## config.mk

```make
export PLATFORM = sky130hd
export DESIGN_NAME = frog_hop_ctrl
export DESIGN_NICKNAME = d
export VERILOG_FILES = /design/src/rtl/frog_pkg.sv /design/src/rtl/frog_hop_ctrl_key_edge_latch.sv /design/src/rtl/frog_hop_ctrl.sv
export SDC_FILE = /design/constraint.sdc
export NUM_CORES = 1
export LEC_CHECK = 0
export ABC_AREA = 1
export CAP_MARGIN = 20
export CORE_ASPECT_RATIO = 0.8
export CORE_MARGIN = 2
export CORE_UTILIZATION = 50
export CTS_CLUSTER_DIAMETER = 120
export CTS_CLUSTER_SIZE = 16
export DETAILED_ROUTE_END_ITERATION = 10
export MAX_ROUTING_LAYER = met4
export PLACE_DENSITY = 0.72
export SETUP_SLACK_MARGIN = 0.1
export SYNTH_ARGS = -nofsm -noshare
export SYNTH_HDL_FRONTEND = slang
export SYNTH_HIERARCHICAL = 1
export SYNTH_SLANG_ARGS = --single-unit
```

## constraint.sdc

```tcl
create_clock -name CLK -period 4.15 [get_ports CLK]
set_input_delay 1.245 -clock CLK [delete_from_list [all_inputs] [get_ports CLK]]
set_output_delay 1.245 -clock CLK [all_outputs]
set_load 0.01 [all_outputs]
```

## src/rtl/frog_pkg.sv

```systemverilog
// Shared types and playfield constants for the frog hop controller.
// Default bounds keep a 32x32 frog fully on a 640x480 screen.
package frog_pkg;

    typedef enum logic [1:0] {ST_IDLE, ST_HOP, ST_DEAD} frog_state_t;
    typedef enum logic [1:0] {DIR_UP, DIR_DOWN, DIR_LEFT, DIR_RIGHT} hop_dir_t;

    localparam int SCREEN_W  = 640;
    localparam int SCREEN_H  = 480;
    localparam int FROG_SIZE = 32;

    localparam int DEF_X_MIN = 0;
    localparam int DEF_X_MAX = SCREEN_W - FROG_SIZE;
    localparam int DEF_Y_MIN = 8;
    localparam int DEF_Y_MAX = SCREEN_H - 40;

    localparam int DEF_START_X = 320;
    localparam int DEF_START_Y = 440;

endpackage

```

## src/rtl/frog_hop_ctrl_key_edge_latch.sv

```systemverilog
// Detects rising key edges, priority-encodes them (up>down>left>right)
// and holds a pending hop request until the controller clears it.
module key_edge_latch
    import frog_pkg::*;
(
    input  logic       CLK,
    input  logic       RESETn,
    input  logic       up,
    input  logic       down,
    input  logic       left,
    input  logic       right,
    input  logic       capture_en,
    input  logic       clear,
    output logic       pending,
    output logic [1:0] pend_dir
);

    logic [3:0] key_d, key_q;
    logic [3:0] key_edge;
    logic       pending_d, pending_q;
    hop_dir_t   dir_d, dir_q;

    assign key_d    = {up, down, left, right};
    assign key_edge = key_d & ~key_q;

    // Clear wins over a same-cycle edge; edges outside IDLE are dropped.
    always_comb begin
        pending_d = pending_q;
        dir_d     = dir_q;
        if (clear) begin
            pending_d = 1'b0;
        end else if (capture_en && (|key_edge)) begin
            pending_d = 1'b1;
            if (key_edge[3])      dir_d = DIR_UP;
            else if (key_edge[2]) dir_d = DIR_DOWN;
            else if (key_edge[1]) dir_d = DIR_LEFT;
            else                  dir_d = DIR_RIGHT;
        end
    end

    always_ff @(posedge CLK or negedge RESETn) begin
        if (!RESETn) begin
            key_q     <= '0;
            pending_q <= 1'b0;
            dir_q     <= DIR_UP;
        end else begin
            key_q     <= key_d;
            pending_q <= pending_d;
            dir_q     <= dir_d;
        end
    end

    assign pending  = pending_q;
    assign pend_dir = dir_q;

endmodule

```

## src/rtl/frog_hop_ctrl.sv

```systemverilog
// Frog position controller: animated fixed-distance hops, per-tick river
// drift, playfield bounds checking and death/respawn handling.
module frog_hop_ctrl
    import frog_pkg::*;
#(
    parameter int XW        = 11,
    parameter int YW        = 11,
    parameter int START_X   = DEF_START_X,
    parameter int START_Y   = DEF_START_Y,
    parameter int HOP_DIST  = 32,
    parameter int HOP_STEPS = 8,
    parameter int X_MIN     = DEF_X_MIN,
    parameter int X_MAX     = DEF_X_MAX,
    parameter int Y_MIN     = DEF_Y_MIN,
    parameter int Y_MAX     = DEF_Y_MAX,
    parameter int DW        = 4
) (
    input  logic          CLK,
    input  logic          RESETn,
    input  logic          tick,
    input  logic          up,
    input  logic          down,
    input  logic          left,
    input  logic          right,
    input  logic          carry_en,
    input  logic [DW-1:0] carry_vx,
    input  logic          respawn,
    output logic [XW-1:0] ObjectStartX,
    output logic [YW-1:0] ObjectStartY,
    output logic          hopping,
    output logic [1:0]    hop_dir,
    output logic          hop_done,
    output logic          out_of_bounds
);

    localparam int XS   = XW + 2;
    localparam int YS   = YW + 2;
    localparam int STEP = HOP_DIST / HOP_STEPS;
    localparam int CW   = $clog2(HOP_STEPS + 1);

    localparam logic signed [XS-1:0] X_LO   = XS'(X_MIN);
    localparam logic signed [XS-1:0] X_HI   = XS'(X_MAX);
    localparam logic signed [XS-1:0] HOP_X  = XS'(HOP_DIST);
    localparam logic signed [XS-1:0] STEP_X = XS'(STEP);
    localparam logic signed [YS-1:0] Y_LO   = YS'(Y_MIN);
    localparam logic signed [YS-1:0] Y_HI   = YS'(Y_MAX);
    localparam logic signed [YS-1:0] HOP_Y  = YS'(HOP_DIST);
    localparam logic [CW-1:0]        LAST_STEP = CW'(HOP_STEPS - 1);

    frog_state_t    state_d, state_q;
    hop_dir_t       dir_d, dir_q;
    logic [XW-1:0]  x_d, x_q;
    logic [YW-1:0]  y_d, y_q;
    logic [CW-1:0]  step_d, step_q;
    logic           hopping_d, hopping_q;
    logic           hop_done_d, hop_done_q;
    logic           oob_d, oob_q;

    logic           pending;
    logic [1:0]     pend_dir;
    logic           pend_clear;
    logic           target_ok;

    logic signed [XS-1:0] x_ext, vx_ext, tx, dx, nx;
    logic signed [YS-1:0] y_ext, ty;

    key_edge_latch u_keys (
        .CLK        (CLK),
        .RESETn     (RESETn),
        .up         (up),
        .down       (down),
        .left       (left),
        .right      (right),
        .capture_en (state_q == ST_IDLE),
        .clear      (pend_clear),
        .pending    (pending),
        .pend_dir   (pend_dir)
    );

    assign x_ext  = {2'b00, x_q};
    assign y_ext  = {2'b00, y_q};
    assign vx_ext = {{(XS-DW){carry_vx[DW-1]}}, carry_vx};

    // Hop acceptance looks at the full-distance landing spot before any motion.
    always_comb begin
        tx = x_ext;
        ty = y_ext;
        case (hop_dir_t'(pend_dir))
            DIR_UP:    ty = y_ext - HOP_Y;
            DIR_DOWN:  ty = y_ext + HOP_Y;
            DIR_LEFT:  tx = x_ext - HOP_X;
            default:   tx = x_ext + HOP_X;
        endcase
        target_ok = (tx >= X_LO) && (tx <= X_HI) && (ty >= Y_LO) && (ty <= Y_HI);
    end

    always_comb begin
        state_d    = state_q;
        dir_d      = dir_q;
        x_d        = x_q;
        y_d        = y_q;
        step_d     = step_q;
        hop_done_d = 1'b0;
        oob_d      = 1'b0;
        pend_clear = 1'b0;
        dx         = '0;
        nx         = x_ext;
        if (respawn) begin
            state_d    = ST_IDLE;
            x_d        = XW'(START_X);
            y_d        = YW'(START_Y);
            step_d     = '0;
            pend_clear = 1'b1;
        end else if (tick && (state_q != ST_DEAD)) begin
            if (state_q == ST_IDLE) begin
                if (pending) begin
                    pend_clear = 1'b1;
                    if (target_ok) begin
                        state_d = ST_HOP;
                        dir_d   = hop_dir_t'(pend_dir);
                        step_d  = '0;
                    end
                end
            end else begin
                case (dir_q)
                    DIR_UP:    y_d = y_q - YW'(STEP);
                    DIR_DOWN:  y_d = y_q + YW'(STEP);
                    DIR_LEFT:  dx  = -STEP_X;
                    default:   dx  = STEP_X;
                endcase
                if (step_q == LAST_STEP) begin
                    state_d    = ST_IDLE;
                    step_d     = '0;
                    hop_done_d = 1'b1;
                end else begin
                    step_d = step_q + CW'(1);
                end
            end
            // Drift and hop step combine before the bounds check; leaving the field kills.
            nx = x_ext + dx + (carry_en ? vx_ext : '0);
            if (nx < X_LO) begin
                x_d        = XW'(X_MIN);
                state_d    = ST_DEAD;
                oob_d      = 1'b1;
                hop_done_d = 1'b0;
            end else if (nx > X_HI) begin
                x_d        = XW'(X_MAX);
                state_d    = ST_DEAD;
                oob_d      = 1'b1;
                hop_done_d = 1'b0;
            end else begin
                x_d = nx[XW-1:0];
            end
        end
        hopping_d = (state_d == ST_HOP);
    end

    always_ff @(posedge CLK or negedge RESETn) begin
        if (!RESETn) begin
            state_q    <= ST_IDLE;
            dir_q      <= DIR_UP;
            x_q        <= XW'(START_X);
            y_q        <= YW'(START_Y);
            step_q     <= '0;
            hopping_q  <= 1'b0;
            hop_done_q <= 1'b0;
            oob_q      <= 1'b0;
        end else begin
            state_q    <= state_d;
            dir_q      <= dir_d;
            x_q        <= x_d;
            y_q        <= y_d;
            step_q     <= step_d;
            hopping_q  <= hopping_d;
            hop_done_q <= hop_done_d;
            oob_q      <= oob_d;
        end
    end

    assign ObjectStartX  = x_q;
    assign ObjectStartY  = y_q;
    assign hopping       = hopping_q;
    assign hop_dir       = dir_q;
    assign hop_done      = hop_done_q;
    assign out_of_bounds = oob_q;

endmodule

```

==> results.txt <==
Status -> finished clean
Vias/cell -> 5.31
Antenna Cells -> 0
First-pass iteration count of the detailed router -> 5
Clock Path Buffers -> 2
Critical path peak fanout -> 8
Clock latency on the worst-skew pair -> 300 ps
Initial DRC count -> 217
CTS Buf Count -> 5
Number of remaining DRC errors -> 0
Reg clk slew, reported paths -> 80 ps
WP data arrival -> 4160 ps
Clk_skew -> 5.08 ps
# hold bufs at CTS -> 0
Die Y-Extent -> 79.3 um
Crit end category -> flip-flop
Worst slew margin -> 42.2%
Routed WL per cell -> 13.8 um
FF+latch count, synth -> 38
Routed Antenna Nets -> 0
RSZ-0062 raised after global routing -> false
Startpoint Class -> primary input
Worst-Margin Slew -> 867 ps
Worst setup path category -> in -> reg
VDD IR-drop max -> 0.262 mV
Yosys warns -> 6
CTS tree -> yes
Global-route wire length before repair -> 15600 um
Tcrit/Tclk final -> 95.2%
H-tree depth -> 2
Area Growth Syn to Fin -> 24.0%
Final setup fails -> 0
Row Count -> 27
Mapped cell area -> 3540 um^2
GRT Overall Usage -> 25.5%
Boundary Pins -> 40
Core area -> 6860 um^2
Synth cell types -> 36
Max Clk Rate -> 253 MHz
Setup TNS -> 0 ps
Min Tclk post-route -> 3950 ps
Nets -> 634
Detailed Place HPWL -> 7170 um
Vias -> 3562
Clock Sinks -> 38
Setup bufs post-CTS -> 0
Power density over the cells -> 644 nW/um^2
Min Hold Slack -> 526 ps
Die width -> 98.1 um
Port Buf Inserts -> 37
Gate Count Post-Synth -> 523
RePlAce Congestion -> 0.916
Sequential fraction of the synthesis area -> 27.1%
Starting Density -> 51.6%
Leak -> 2.31 nW
Full die area -> 7780 um^2
WL final -> 9250 um
Vias in the first global route -> 3319
Largest net degree at the start of global routing -> 39
Layout cell share with drive strength beyond 1 -> 14.6%
Final Hold Vio Count -> 0
CTS Root Cell -> clkbuf_8
Hold Crit Class -> reg -> reg
Max_cap viols -> 0
Avg Inst Size Synth -> 6.77 um^2
Final Max Tran Viols -> 0
Worst path required time -> 4360 ps
Grt ovf -> 0
Initial antenna violation count -> 0
Power Total -> 0.00283 W
-- report_power, final --
part / total, W / internal [W] / switching, W / leakage, nW
clock network: 0.000274 / 0.000134 / 0.000140 / 0.0472
registers: 0.000643 / 0.000477 / 0.000166 / 0.484
logic: 0.00191 / 0.000805 / 0.00111 / 1.78
-- cell families (layout without fill, tap and decap cells) --
family	after synthesis	count (layout)	synth area share (%)
buffers and inverters	88	148	9.72
adder cells (fa/ha/maj)	38	38	16.0
AND/OR/NAND/NOR	293	293	36.1
other	1	2	0.106
XOR/XNOR	9	9	2.23
flip-flops	38	38	27.1
AO/OA/AOI/OAI	56	56	8.80
-- critical path, stage by stage --
cell and delay (ps):
clkdlybuf4s50_1 490, nand2_2 70, inv_2 70, buf_12 130, fa_1 420, ha_1 320
inv_1 80, o21ai_1 110, buf_4 160, o21ai_0 240, nand4_1 140, nand2_1 140
nand2_1 130, nor2_4 190, nand3_1 110, o21ai_0 100
-- per-stage QoR --
stage / cell area, um^2 / utilization, % / worst slack, ps / instances
floorplan: 3540 / - / 378 / 524
global placement: 4160 / 60.7 / -72.8 / 663
detailed placement: 4160 / 60.7 / -198 / 663
CTS: 4260 / 62.1 / 115 / 671
global route: 4390 / 64.0 / 19.9 / 671
finish: 4390 / 64.0 / 200 / 671
-- cells in the mapped netlist --
| master | count | area (um^2) |
|---|---|---|
| nand2_1 | 153 | 574 |
| inv_1 | 78 | 293 |
| nor2_1 | 53 | 199 |
| nand3_1 | 51 | 255 |
| dfrtp_1 | 31 | 776 |
| ha_1 | 26 | 325 |
| o21ai_0 | 26 | 130 |
| a21oi_1 | 14 | 70.1 |
| fa_1 | 12 | 240 |
| nand4_1 | 9 | 56.3 |
| xor2_1 | 9 | 78.8 |
| dfstp_2 | 7 | 184 |
| nand2_2 | 7 | 43.8 |
| nor2_2 | 5 | 31.3 |
| nor3_1 | 5 | 25.0 |
| o21ai_1 | 4 | 20.0 |
| o22ai_1 | 4 | 25.0 |
| buf_4 | 3 | 22.5 |
| nand3_2 | 3 | 30.0 |
| a31oi_1 | 2 | 12.5 |
| clkbuf_1 | 2 | 7.51 |
| clkbuf_2 | 2 | 10.0 |
| inv_2 | 2 | 7.51 |
| nand3b_1 | 2 | 15.0 |
| nor2_4 | 2 | 22.5 |
| a21boi_2 | 1 | 11.3 |
| a21o_1 | 1 | 7.51 |
| clkinv_1 | 1 | 3.75 |
| conb_1 | 1 | 3.75 |
| nand3b_2 | 1 | 11.3 |
| nor3b_1 | 1 | 7.51 |
| o211ai_1 | 1 | 7.51 |
| o21ai_2 | 1 | 8.76 |
| o21bai_1 | 1 | 7.51 |
| o21bai_2 | 1 | 11.3 |
| or2_2 | 1 | 6.26 |
-- layout make-up --
type                    instances  area (um^2)
flip-flops and latches         38          960
fillers                       632         2470
inverters                      81          304
clock inverters                 2         12.5
multi-input cells             398         2380
well taps                      87          109
repair buffers                 59          543
clock buffers                   6         82.6
-- routing by layer --
metal	track usage (%)	up-vias	wire length [um]
met3	2.90	10	532
met2	38.6	133	4060
met4	6.11	0	89
met1	36.9	1636	4570
met5	-	-	0
li1	-	1783	-
-- path summary, 6_finish.rpt --
path / cells past startpoint / end / slack [ps] / from
worst max-delay path: 16 / ObjectStartX[4] / 200 / carry_en
worst min-delay path: 2 / step_q[1] / 530 / step_q[1]
worst max register to register: 15 / ObjectStartX[4] / 880 / state_q[1]
worst min register to register: 2 / step_q[1] / 530 / step_q[1]
max in group asynchronous: 1 / out_of_bounds / 2550 / RESETn
min in group asynchronous: 1 / ObjectStartX[10] / 1060 / RESETn
-- sequential cells by signal, summed over array words and instances, names as in the netlist --
name,cells
ObjectStartX,11
ObjectStartY,9
step_q,4
u_keys/key_q,4
hop_dir,2
state_q,2
u_keys/pend_dir,2
hop_done,1
hopping,1
out_of_bounds,1
u_keys/pending,1
-- cell usage in the layout, fill, tap and decap left out, drive strengths merged --
| cell | n |
|---|---|
| fa | 12 |
| inv | 80 |
| a21oi | 14 |
| nor2 | 60 |
| nand4 | 9 |
| nand3b | 3 |
| o21ai | 31 |
| a21boi | 1 |
| clkinvlp | 1 |
| buf | 23 |
| o21bai | 2 |
| clkdlybuf4s50 | 36 |
| a31oi | 2 |
| nor3 | 5 |
| conb | 2 |
| o211ai | 1 |
| o22ai | 4 |
| dfrtp | 31 |
| ha | 26 |
| clkinv | 2 |
| a21o | 1 |
| nand2 | 160 |
| clkbuf | 6 |
| nor3b | 1 |
| nand3 | 54 |
| dfstp | 7 |
| or2 | 1 |
| xor2 | 9 |
-- repair_timing --
action                                  4_1_cts  5_1_grt
endpoints found under the setup margin        0       15
resized for setup                             0       27
endpoints found under the hold margin         0        0
Note: power is estimated with default switching activity, not from simulation.
